## config.mk

```make
export PLATFORM = sky130hd
export DESIGN_NAME = demux_router
export DESIGN_NICKNAME = d
export VERILOG_FILES = /design/src/rtl/demux_router.sv
export SDC_FILE = /design/constraint.sdc
export NUM_CORES = 1
export LEC_CHECK = 0
export ABC_AREA = 0
export CAP_MARGIN = 20
export CELL_PAD_IN_SITES_DETAIL_PLACEMENT = 1
export CELL_PAD_IN_SITES_GLOBAL_PLACEMENT = 1
export CORE_MARGIN = 2
export CORE_UTILIZATION = 37
export CTS_BUF_LIST = sky130_fd_sc_hd__clkbuf_4
export CTS_CLUSTER_DIAMETER = 120
export DETAILED_ROUTE_END_ITERATION = 6
export GPL_ROUTABILITY_DRIVEN = 0
export MAX_ROUTING_LAYER = met4
export PLACE_DENSITY_LB_ADDON = 0.1
export REMOVE_ABC_BUFFERS = 1
export SLEW_MARGIN = 5
export SYNTH_ARGS = -nofsm -noshare
export SYNTH_HDL_FRONTEND = slang
export SYNTH_SLANG_ARGS = --single-unit
```

## constraint.sdc

```tcl
create_clock -name clk -period 2.6 [get_ports clk]
set_input_delay 0.26 -clock clk [delete_from_list [all_inputs] [get_ports clk]]
set_output_delay 0.26 -clock clk [all_outputs]
set_load 0.1 [all_outputs]
```

## src/rtl/demux_router.sv

```systemverilog
// demux_router: routes one input word stream to N_OUT channels, each with a
// one-entry holding register and a valid/ready handshake. Supports unicast and
// broadcast writes, drops writes to out-of-range selects, and counts the drops.
module demux_router #(
    parameter int DATA_W    = 16,
    parameter int N_OUT     = 14,
    parameter int SEL_W     = $clog2(N_OUT),
    parameter bit ZERO_IDLE = 1'b1,
    parameter int CNT_W     = 8
) (
    input  logic                    clk,
    input  logic                    rst_n,
    input  logic                    in_valid,
    output logic                    in_ready,
    input  logic [DATA_W-1:0]       in_data,
    input  logic [SEL_W-1:0]        in_sel,
    input  logic                    in_bcast,
    output logic [N_OUT-1:0]        out_valid,
    input  logic [N_OUT-1:0]        out_ready,
    output logic [N_OUT*DATA_W-1:0] out_data,
    output logic                    err_sel,
    output logic [CNT_W-1:0]        drop_cnt
);

    // Channel count widened by one bit so the range compare works even when
    // N_OUT is an exact power of two (then every select is in range).
    localparam logic [SEL_W:0] N_OUT_EXT = (SEL_W + 1)'(N_OUT);

    // Saturating increment for the drop counter: sticks at all-ones.
    function automatic logic [CNT_W-1:0] sat_inc(input logic [CNT_W-1:0] v);
        return (&v) ? v : v + 1'b1;
    endfunction

    logic [DATA_W-1:0] slot_p0 [N_OUT];
    logic [N_OUT-1:0]  vld_p0;
    logic [N_OUT-1:0]  free;
    logic [N_OUT-1:0]  wr_en;
    logic              sel_ok;
    logic              sel_free;
    logic              accept;
    logic              drop;

    // Handshake decode: slot availability, in_ready, per-channel write enables.
    always_comb begin
        free     = ~vld_p0 | out_ready;
        sel_ok   = ({1'b0, in_sel} < N_OUT_EXT);
        sel_free = 1'b0;
        for (int k = 0; k < N_OUT; k++) begin
            if (in_sel == SEL_W'(k)) sel_free = free[k];
        end
        if (in_bcast)    in_ready = &free;
        else if (sel_ok) in_ready = sel_free;
        else             in_ready = 1'b1;
        accept = in_valid & in_ready;
        drop   = accept & ~in_bcast & ~sel_ok;
        wr_en  = '0;
        for (int k = 0; k < N_OUT; k++) begin
            wr_en[k] = accept & (in_bcast | (sel_ok & (in_sel == SEL_W'(k))));
        end
    end

    // Stage p0: holding registers; a write wins over a drain on the same edge.
    always_ff @(posedge clk or negedge rst_n) begin
        if (!rst_n) begin
            vld_p0 <= '0;
            for (int k = 0; k < N_OUT; k++) slot_p0[k] <= '0;
        end else begin
            for (int k = 0; k < N_OUT; k++) begin
                if (wr_en[k]) begin
                    slot_p0[k] <= in_data;
                    vld_p0[k]  <= 1'b1;
                end else if (out_ready[k]) begin
                    vld_p0[k]  <= 1'b0;
                end
            end
        end
    end

    // Dropped-write reporting: one-cycle error pulse and saturating count.
    always_ff @(posedge clk or negedge rst_n) begin
        if (!rst_n) begin
            err_sel  <= 1'b0;
            drop_cnt <= '0;
        end else begin
            err_sel <= drop;
            if (drop) drop_cnt <= sat_inc(drop_cnt);
        end
    end

    // Output view: idle channels read zero or keep their last word.
    always_comb begin
        out_valid = vld_p0;
        out_data  = '0;
        for (int k = 0; k < N_OUT; k++) begin
            out_data[k*DATA_W +: DATA_W] = (ZERO_IDLE && !vld_p0[k]) ? '0 : slot_p0[k];
        end
    end

endmodule

```

**Word-level counts from Yosys, hierarchy flattened**

Index checks and enable logic that the tools add are counted.

- Register bits after elaboration: 247
- Output and inout bits: 248
- Logic and storage cells: 171

- Add/subtract/negate cells: 1
- Order comparisons: 1
- Equality and inequality tests: 13
- Muxes and demuxes: 58
- Bitwise gates (word level): 50
- Reduce and logical (&&, ||, !) cells: 18

Operators by type and width:

| cell | count |
|---|---|
| $mux 16 | 14 |
| $mux 1 | 44 |
| $and 1x1->1 | 31 |
| $reduce_bool 2->1 | 14 |
| $eq 4x4->1 const B | 6 |
| $eq 4x3->1 const B | 4 |
| $not 14->14 | 1 |
| $or 1x1->1 | 14 |
| $or 14x14->14 | 1 |
| $reduce_and 14->1 | 1 |
| $add 8x1->8 const B | 1 |
| $eq 4x2->1 const B | 2 |
| $reduce_and 8->1 | 1 |
| $eq 4x1->1 const B | 1 |
| $logic_not 4->1 | 1 |
| $lt 4x4->1 const B | 1 |
| $not 1->1 | 3 |
| $reduce_and 2->1 | 1 |

**Depth between registers and ports, before layout**

Gate-level depths: netlist (run 1).

- Depth after elaboration: 22
- Depth in mapped cells: 10

**Worst setup path after synthesis (run 1)**

Ideal clock, no wire load.

- Kind: reg-to-output
- Start: reg vld_p0[1], in the netlist out_valid[1]
- End: out in_ready
- Data arrival time: 2911 ps
- Data required time: 2340 ps
- Setup slack: -571 ps
- Stages on the path, launching flop included: 7
- Cell sequence: dfrtp_1 > nand2b_2 > nand4_1 > or4b_4 > o22ai_4 > buf_12 > a21o_1

- Longest elaborated chain between the ends: 17

Ends and longest elaborated chain:

| what | line | RTL |
|---|---|---|
| start: declaration | 35 | `logic [N_OUT-1:0] vld_p0;` |
| start signal: assignment | 65 | `vld_p0 <= '0;` |
| start signal: indexed assignment | 71 | `vld_p0[k] <= 1'b1;` |
| start signal: indexed assignment | 73 | `vld_p0[k] <= 1'b0;` |
| $not 14->14 * | 45 | `free = ~vld_p0 \| out_ready;` |
| $or 14x14->14 * | 45 |  |
| $mux 1 (13 in series) | 49 | `if (in_sel == SEL_W'(k)) sel_free = free[k];` |
| $mux 1 | 52 | `else if (sel_ok) in_ready = sel_free;` |
| $mux 1 * | 51 | `if (in_bcast) in_ready = &free;` |
| end: declaration | 14 | `output logic in_ready,` |

Every way passes the cells marked *; elsewhere a longest branch is shown, timed or not.

**Final worst setup path (run 1)**

- Start: reg vld_p0[0], in the netlist out_valid[0]
- End: out in_ready

- Longest elaborated chain between the ends: 18

Ends and longest elaborated chain:

| what | line |
|---|---|
| $not 14->14 * | 45 |
| $or 14x14->14 * | 45 |
| $mux 1 (14 in series) | 49 |
| $mux 1 | 52 |
| $mux 1 * | 51 |

Marks and branches as above.

==> qor.txt, run 1 <==
outcome = finished with violations
failing checks = negative setup slack
Fin Hold WS = 111 ps
path type of the worst min-delay path = in2async
CP Class = reg2out
DR pass1 iterations = 4
vias in the first global route = 8993
Worst-Margin Slew = 918 ps
IO Pins = 286
synth warn = 0
post-synth cell types = 56
commonest non-fill, non-tap cell in the layout = buf_4
Cells after DPL = 1613
CP required = 2340 ps
Startpoint Class = flip-flop
CTS tree = done
All-Layer GR Usage = 22.6%
drt first-iter violations = 248
initial antenna violation count = 7
# H-tree levels = 3
synthesized area per cell = 13.3 um^2
Max Fanout on Critical Path = 2
first-pass GRT wire length = 54.9 mm
Comb power frac = 44.2%
Setup Viol. Count Final = 1
Die Height = 182 um
most frequent cells in the layout = buf_4, dfrtp_1, and2_1, mux2_2, clkbuf_4
root buf cell = clkbuf_4
slew margin rel. = 38.6%
critical path endpoint category = output pin
PD cells = 1060 nW/um^2
VDD IR max = 0.000457 V
top cell type's share of synthesized area = 52.5%
core area = 31500 um^2
port buffer count = 285
EDFF count, synth = 0
Leakage = 7.89 nW
fin area = 16200 um^2
dominant synthesized flop cell = dfrtp_1
placed inst area = 15200 um^2
Flop pwr share = 34.3%
worst path arrival time = 2350 ps
sequential-to-total area share from yosys stat = 52.5%
P_int = 9.59 mW
Setup TNS = -5.81 ps
Synth Instances = 886
max-slew violations = 0
clock share of power = 21.4%
CTS Buf Count = 70
die area = 33300 um^2
Yosys top cell by area = dfrtp_1
final clock skew = 32.1 ps
num rows = 65
fin nets = 1329
P_sw = 7.50 mW
Cell Count, Final, Fillers Out = 1744
Vias = 8471
final worst-path cycle share = 100%
Avg WL per Cell = 20.8 um
RSZ-0062 raised after global routing = true
cell depth of the worst flop-to-flop path = 8
Final HPWL DP = 24.3 mm
final WL = 36.2 mm
CTS sink count = 247
Syn Std Cell Area = 11800 um^2
Die W = 182 um
fmax = 384 MHz
# DRC = 0
final worst slack = -5.81 ps
share of layout cells above drive strength 1 = 50.1%
fin crit period = 2610 ps
area delta synth->final = 37.2%
number of max-cap violations = 0
final hold vios = 0
Remaining Overflow, GRT = 0
largest net degree at the start of global routing = 68
crit path to = in_ready
flops & latches, synth = 247
synth top area cells = dfrtp_1, and2_1, mux2_2
worst reg2reg path startpoint = out_valid[12]$_DFFE_PN0P_
Worst-path clk slew = 60 ps
sw frac = 43.9%
Worst-Skew Late Latency = 660 ps
FF-to-FF setup slack = 90 ps
vias per cell = 4.86
ys async rst share = 100%
initial core utilization = 37.4%
Longest Clk Path Bufs = 3
worst setup path startpoint = out_valid[0]$_DFFE_PN0P_
post-route ant nets = 0
Crit Reg-Reg Endpoint = slot_p0[143]$_DFFE_PN0P_
## power by group through the flow
stage	clock network, mW	logic, mW	registers, mW
4_1_cts	3.83	7.63	5.87
5_1_grt	4.06	7.88	6.05
3_3_place_gp	0	7.49	5.88
3_5_place_dp	0	7.59	5.92
6_report	3.66	7.56	5.87
2_1_floorplan	0	5.45	6.10
## routing by layer
layer	wire (um)	track usage (%)	vias to the layer above
li1	-	-	3875
met1	16200	29.2	4281
met3	2850	7.44	43
met2	16700	34.4	272
met4	477	5.71	0
met5	0	-	-
## critical path: stages, from the launching register on
cell and delay (ps):
dfrtp_1 350, or3b_1 360, a32o_1 230, a211oi_2 260, o22ai_1 110, a21o_1 220, buf_12 170
## kinds of logic after synthesis
family,count (synthesis),synth area share [%]
adders and majority gates,1,0.106
buffers and inverters,62,3.06
xor gates and xnor gates,6,0.446
AOI/OAI and AO/OA,44,4.88
muxes,225,23.1
DFF,247,52.5
and+or+nand+nor,301,15.9
## sequential cells by signal, indices dropped and copies added, names as in the netlist
register	flops
slot_p0	224
out_valid	14
err_sel	1
drop_cnt	8
## repair_timing
action	4_1_cts	5_1_grt
endpoints found under the setup margin	1	47
pin swaps	5	6
resized for setup	5	4
buffers inserted	7	2
hold endpoints to repair	244	0
hold buffers	1	0
## layout make-up
cell class              instances  area, um^2
multi-input cells             577        5280
well taps                     402         503
fillers                      3336       15300
clock inverters                 9        86.3
diodes                          9        22.5
inverters                       3        11.3
repair buffers                391        3290
clock buffers                 106         796
flip-flops and latches        247        6180
## cells in the mapped netlist (3+ instances only)
library cell,number
dfrtp_1,247
and2_1,224
mux2_2,118
mux2_1,56
mux2_4,51
clkbuf_1,35
nand2_1,17
nand2b_1,13
buf_6,12
nor2b_1,8
a21o_1,7
nor2_1,7
o311ai_4,7
buf_2,5
nand4_1,5
xnor2_1,5
a21oi_1,4
a31o_2,4
and3_1,4
buf_4,4
nand2b_2,4
inv_1,3
nand3_1,3
o211ai_4,3
## metrics by stage
stage	setup WS (ps)	util (%)	power (mW)
2_1_floorplan	-1170	-	11.5
3_3_place_gp	-303	48.2	13.4
3_5_place_dp	-385	48.2	13.5
4_1_cts	-166	51.2	17.3
5_1_grt	-140	51.3	18.0
6_report	-5.81	51.4	17.1
## worst min-delay path by stage
stage,from,end,depth (start not counted)
3_5_place_dp,rst_n,slot_p0[204]$_DFFE_PN0P_,1
3_3_place_gp,rst_n,slot_p0[203]$_DFFE_PN0P_,1
6_report,rst_n,slot_p0[192]$_DFFE_PN0P_,2
5_1_grt,rst_n,slot_p0[193]$_DFFE_PN0P_,2
2_1_floorplan,rst_n,drop_cnt[0]$_DFFE_PN0P_,0
4_1_cts,rst_n,slot_p0[83]$_DFFE_PN0P_,2
(Power assumes the default switching activity.)
==> run 2, diff against run 1 <==
Settings changed: CTS_CLUSTER_DIAMETER 120 to 30.
==> run 2 against run 1 <==
  * The run still ends with negative setup slack left
  * Register-to-register slack better by 30 ps
  * Sequential power about the same
  * Maximum frequency down 0.33%
  * First-iteration DRC count up 11%
  * Core utilization about the same
  * Largest cell class unchanged
  * Combinational power about the same
  * Clock-buffer cell count unchanged
  * Final area about the same
==> qor.txt, run 2 (same netlist as run 1, synthesis figures left out) <==
CTS tree = done
DR pass1 iterations = 4 (unchanged)
worst reg2reg path startpoint = out_valid[12]$_DFFE_PN0P_
cell depth of the worst flop-to-flop path = 9 (+1)
VDD IR max = 0.000498 V (+9.0%)
port buffer count = 285 (unchanged)
path type of the worst min-delay path = in2async
Worst-Margin Slew = 916 ps (-2.19 ps)
CTS sink count = 247 (unchanged)
Longest Clk Path Bufs = 3 (unchanged)
initial core utilization = 37.4% (unchanged)
FF-to-FF setup slack = 120 ps (+30 ps)
final WL = 35.9 mm (-0.86%)
Avg WL per Cell = 20.5 um (-1.3%)
Post-Place Worst Slack = -385 ps (unchanged)
CP Class = reg2out
vias in the first global route = 9000 (+0.078%)
Worst-Skew Late Latency = 670 ps (about the same)
Vias = 8479 (+0.094%)
first-pass GRT wire length = 54.5 mm (-0.72%)
final core occ = 51.4% (about the same)
outcome = finished with violations
All-Layer GR Usage = 22.4% (-0.19 points)
critical path endpoint category = output pin
final hold vios = 0 (unchanged)
worst path arrival time = 2350 ps (about the same)
root buf cell = clkbuf_4
PD cells = 1060 nW/um^2 (-0.21%)
Fin Hold WS = 97.4 ps (-14.0 ps)
Cell Count, Final, Fillers Out = 1751 (+0.40%)
Reg with most FFs = slot_p0
CP required = 2340 ps (about the same)
RSZ-0062 raised after global routing = true
most frequent cells in the layout = buf_4, dfrtp_1, and2_1, mux2_2, clkbuf_4
Max Fanout on Critical Path = 2 (unchanged)
Cells after DPL = 1613 (unchanged)
Leakage = 7.89 nW (about the same)
core area = 31500 um^2 (unchanged)
IO Pins = 286 (unchanged)
CTS Buf Count = 77 (+10%)
area delta synth->final = 37.3% (about the same)
drt first-iter violations = 276 (+11%)
largest net degree at the start of global routing = 68 (unchanged)
max-slew violations = 0 (unchanged)
# H-tree levels = 3 (unchanged)
Layout fillers = 3354 (+0.54%)
fin nets = 1332 (+0.23%)
Startpoint Class = flip-flop
final worst-path cycle share = 101% (+0.33 points)
failing checks = negative setup slack
Remaining Overflow, GRT = 0 (unchanged)
initial antenna violation count = 6 (-1)
number of max-cap violations = 0 (unchanged)
fmax = 383 MHz (-0.33%)
final worst slack = -14.3 ps (-8.54 ps)
Die W = 182 um (unchanged)
share of layout cells above drive strength 1 = 50.4% (+0.30 points)
num rows = 65 (unchanged)
fin crit period = 2610 ps (+8.54 ps)
final clock skew = 55.1 ps (+23.0 ps)
Pwr Total = 17.1 mW (-0.12%)
slew margin rel. = 38.8% (+0.15 points)
commonest non-fill, non-tap cell in the layout = buf_4
Final HPWL DP = 24.3 mm (unchanged)
Setup Viol. Count Final = 1 (unchanged)
Die Height = 182 um (unchanged)
Largest register FFs = 224 (unchanged)
Worst-path clk slew = 60 ps (about the same)
post-route ant nets = 0 (unchanged)
worst setup path startpoint = out_valid[0]$_DFFE_PN0P_
vias per cell = 4.84 (-0.31%)
# DRC = 0 (unchanged)
die area = 33300 um^2 (unchanged)
[run 2: final timing paths]
check / end
worst max-delay path: in_ready
worst min-delay path: slot_p0[91]$_DFFE_PN0P_
worst max register to register: slot_p0[221]$_DFFE_PN0P_
worst min register to register: slot_p0[8]$_DFFE_PN0P_
max in group asynchronous: slot_p0[72]$_DFFE_PN0P_
min in group clk: out_valid[3]$_DFFE_PN0P_
[run 2: power by group]
group | leakage [nW] | switching, mW | total [mW] | internal [mW]
registers | 2.96 | 0.663 | 5.87 | 5.21
logic | 4.37 | 5.21 | 7.55 | 2.34
clock network | 0.557 | 1.67 | 3.65 | 1.98
total | 7.89 | 7.54 | 17.1 | 9.53
[run 2: timing repair]
item                       CTS  global route
setup endpoints to repair    2            69
hold buffers                 1             0
buffers inserted             4             2
pin swaps                    5             5
hold endpoints to repair   223             0
gates resized for setup      4             7
[run 2: worst max-delay path, cell delays in order, from the launching register on]
cell and delay (ps):
dfrtp_1 350, or3b_1 360, a32o_1 240, a211oi_2 260, o22ai_1 120, a21o_1 220
buf_12 170
[run 2: stage by stage]
step	setup TNS (ps)	instance area (um^2)
after floorplan	-231840	11400
after global routing	-178	16200
after detailed placement	-60130	15200
final	-14.3	16200
after global placement	-50150	15200
after CTS	-183	16100
[run 2: area by class of cell]
type | instances | area [um^2] | area share [%]
inverter | 3 | 11.3 | 0.0696
multi-input combinational | 577 | 5280 | 32.7
antenna | 8 | 20.0 | 0.124
clock inverter | 21 | 129 | 0.797
clock buffer | 106 | 796 | 4.92
timing repair buffer | 387 | 3260 | 20.1
tap | 402 | 503 | 3.11
sequential | 247 | 6180 | 38.2
[run 2: metal layers]
layer | global-route usage, % | routed length [um]
met1 | 28.7 | 16100
met2 | 34.5 | 16700
met3 | 7.58 | 2750
met4 | 4.90 | 367
met5 | - | 0
==> run 3, diff against run 2 <==
Settings changed: CORE_UTILIZATION 37 to 38, SKIP_LAST_GASP set to 1.
Clock period 2.6 ns to 2.7 ns, I/O delays scaled along.
==> run 3 against run 2 <==
  * The flow now finishes without violations
  * Clock skew decreased by 6.0 ps
  * Sequential cell count unchanged
  * Die area decreased by 2.6%
  * Critical endpoint unchanged
  * Largest power group unchanged
  * Critical path type unchanged
  * Combinational power decreased by 4.1%
==> qor.txt, run 3 (same netlist as run 1, synthesis figures left out) <==
Comb power frac = 44.2% (about the same)
M1 GR Usage = 29.5% (+0.75 points)
Setup TNS = 0 ps (+14.3 ps)
final clock skew = 49.1 ps (-5.98 ps)
final WL = 35.6 mm (-1.0%)
Flop pwr share = 34.6% (+0.2 points)
CP required = 2430 ps (+90 ps)
Final HPWL DP = 23.2 mm (-4.3%)
initial core utilization = 38.5% (+1.1 points)
PD cells = 1020 nW/um^2 (-3.0%)
largest net degree at the start of global routing = 94 (+38%)
die area = 32400 um^2 (-2.6%)
CTS tree = done
CTS sink count = 247 (unchanged)
final worst-path cycle share = 99.8%
area delta synth->final = 35.9%
commonest non-fill, non-tap cell in the layout = buf_4
CTS Buf Count = 75 (-2.6%)
Avg WL per Cell = 20.7 um (+0.69%)
fmax = 371 MHz
vias in the first global route = 9166 (+1.8%)
Setup Viol. Count Final = 0 (-1)
Max Fanout on Critical Path = 3 (+1)
post-route ant nets = 0 (unchanged)
sw frac = 44.5% (+0.28 points)
Startpoint Class = flip-flop
IO Pins = 286 (unchanged)
VDD IR max = 0.000457 V (-8.3%)
vias per cell = 4.90 (+1.2%)
fin nets = 1315 (-1.3%)
RSZ-0062 raised after global routing = true
core area = 30600 um^2 (-2.8%)
P_sw = 7.28 mW (-3.4%)
Worst-Skew Late Latency = 670 ps (about the same)
Longest Clk Path Bufs = 3 (unchanged)
final hold vios = 0 (unchanged)
All-Layer GR Usage = 22.7% (+0.28 points)
port buffer count = 285 (unchanged)
grt met3 use = 5.58% (-2.0 points)
Leakage = 7.80 nW (-1.1%)
CP Class = reg2out
initial antenna violation count = 2 (-4)
final worst slack = 6.73 ps (+21.1 ps)
Layout fillers = 3222 (-3.9%)
Largest register FFs = 224 (unchanged)
slew margin rel. = 30.8% (-8.0 points)
worst path arrival time = 2420 ps (+70 ps)
outcome = complete, no violations
Die Height = 180 um (-1.3%)
Remaining Overflow, GRT = 0 (unchanged)
DR pass1 iterations = 5 (+1)
critical path endpoint category = output pin
Die W = 180 um (-1.3%)
Post-Place Worst Slack = -262 ps (+124 ps)
root buf cell = clkbuf_4
# DRC = 0 (unchanged)
first-pass GRT wire length = 55.0 mm (+0.89%)
share of layout cells above drive strength 1 = 49.0% (-1.4 points)
num rows = 64 (-1.5%)
# H-tree levels = 3 (unchanged)
Vias = 8434 (-0.53%)
clock share of power = 21.2% (-0.2 points)
drt first-iter violations = 360 (+30%)
Reg with most FFs = slot_p0
GR Layer Usage met2 = 35.4% (+0.87 points)
Worst-Margin Slew = 1030 ps (+119 ps)
layer with the highest usage = met2
path type of the worst min-delay path = in2async
Fin Hold WS = 245 ps (+147 ps)
max-slew violations = 0 (unchanged)
P_int = 9.10 mW (-4.5%)
fin crit period = 2690 ps
Worst-path clk slew = 70 ps (about the same)
most frequent cells in the layout = buf_4, dfrtp_1, and2_1, mux2_2, clkbuf_4
number of max-cap violations = 0 (unchanged)
-- run 3: cell count changes in the layout (fill, tap and decap cells not counted), sizes merged --
| cell | delta |
|---|---|
| clkinvlp | -1 |
| clkbuf | -3 |
| buf | -15 |
| inv | +1 |
| diode | -6 |
-- run 3: worst max-delay path, stage by stage, from the launching register on --
cell and delay [ps]:
dfrtp_1 410, nand2b_4 100, nand4_1 130, or4b_4 550, o22ai_4 220, a21o_1 180
buf_12 190
-- run 3: layer usage --
layer | part of all wire, % | routed length (um)
met1 | 45 | 16100
met4 | 1.5 | 526
met2 | 47 | 16800
met3 | 6.1 | 2160
met5 | 0 | 0
-- run 3: final cells by class --
| cell class | count | area, um^2 | area share (%) |
|---|---|---|---|
| diodes | 2 | 5.00 | 0.0313 |
| clock buffers | 103 | 773 | 4.83 |
| clock inverters | 21 | 121 | 0.758 |
| inverters | 3 | 11.3 | 0.0703 |
| multi-input cells | 577 | 5270 | 32.9 |
| flip-flops and latches | 247 | 6180 | 38.6 |
| well taps | 396 | 495 | 3.10 |
| repair buffers | 372 | 3150 | 19.7 |
-- run 3: path summary, 6_finish.rpt --
kind	slack, ps	endpoint	cells past startpoint	start
min in group clk	340	out_valid[4]$_DFFE_PN0P_	3	out_ready[4]
min	240	slot_p0[92]$_DFFE_PN0P_	2	rst_n
max	7	in_ready	6	out_valid[8]$_DFFE_PN0P_
min reg2reg	480	slot_p0[11]$_DFFE_PN0P_	1	slot_p0[11]$_DFFE_PN0P_
max reg2reg	110	slot_p0[179]$_DFFE_PN0P_	10	out_valid[5]$_DFFE_PN0P_
max in group asynchronous	1670	slot_p0[165]$_DFFE_PN0P_	3	rst_n
-- run 3: power groups by stage --
stage	Sequential, mW	Combinational (mW)	Clock [mW]
3_5_place_dp	5.72	7.27	0
3_3_place_gp	5.67	7.18	0
6_report	5.68	7.24	3.47
5_1_grt	5.84	7.54	3.85
4_1_cts	5.67	7.30	3.61
2_1_floorplan	5.87	5.25	0
-- run 3: through the flow --
step / utilization (%) / cells / power (mW) / cell area (um^2)
after detailed placement: 49.1 / 1587 / 13.0 / 15000
after floorplan: - / 827 / 11.1 / 11400
after global placement: 49.1 / 1587 / 12.9 / 15000
after global routing: 52.3 / 1721 / 17.2 / 16000
after CTS: 52.3 / 1718 / 16.6 / 16000
final: 52.3 / 1721 / 16.4 / 16000
-- run 3: what timing repair did --
action | CTS | global route
hold endpoints to repair | 87 | 0
setup endpoints to repair | 1 | 81
pin swaps | 5 | 8
resized for setup | 3 | 5
setup buffers | 6 | 2
hold buffers | 1 | 0
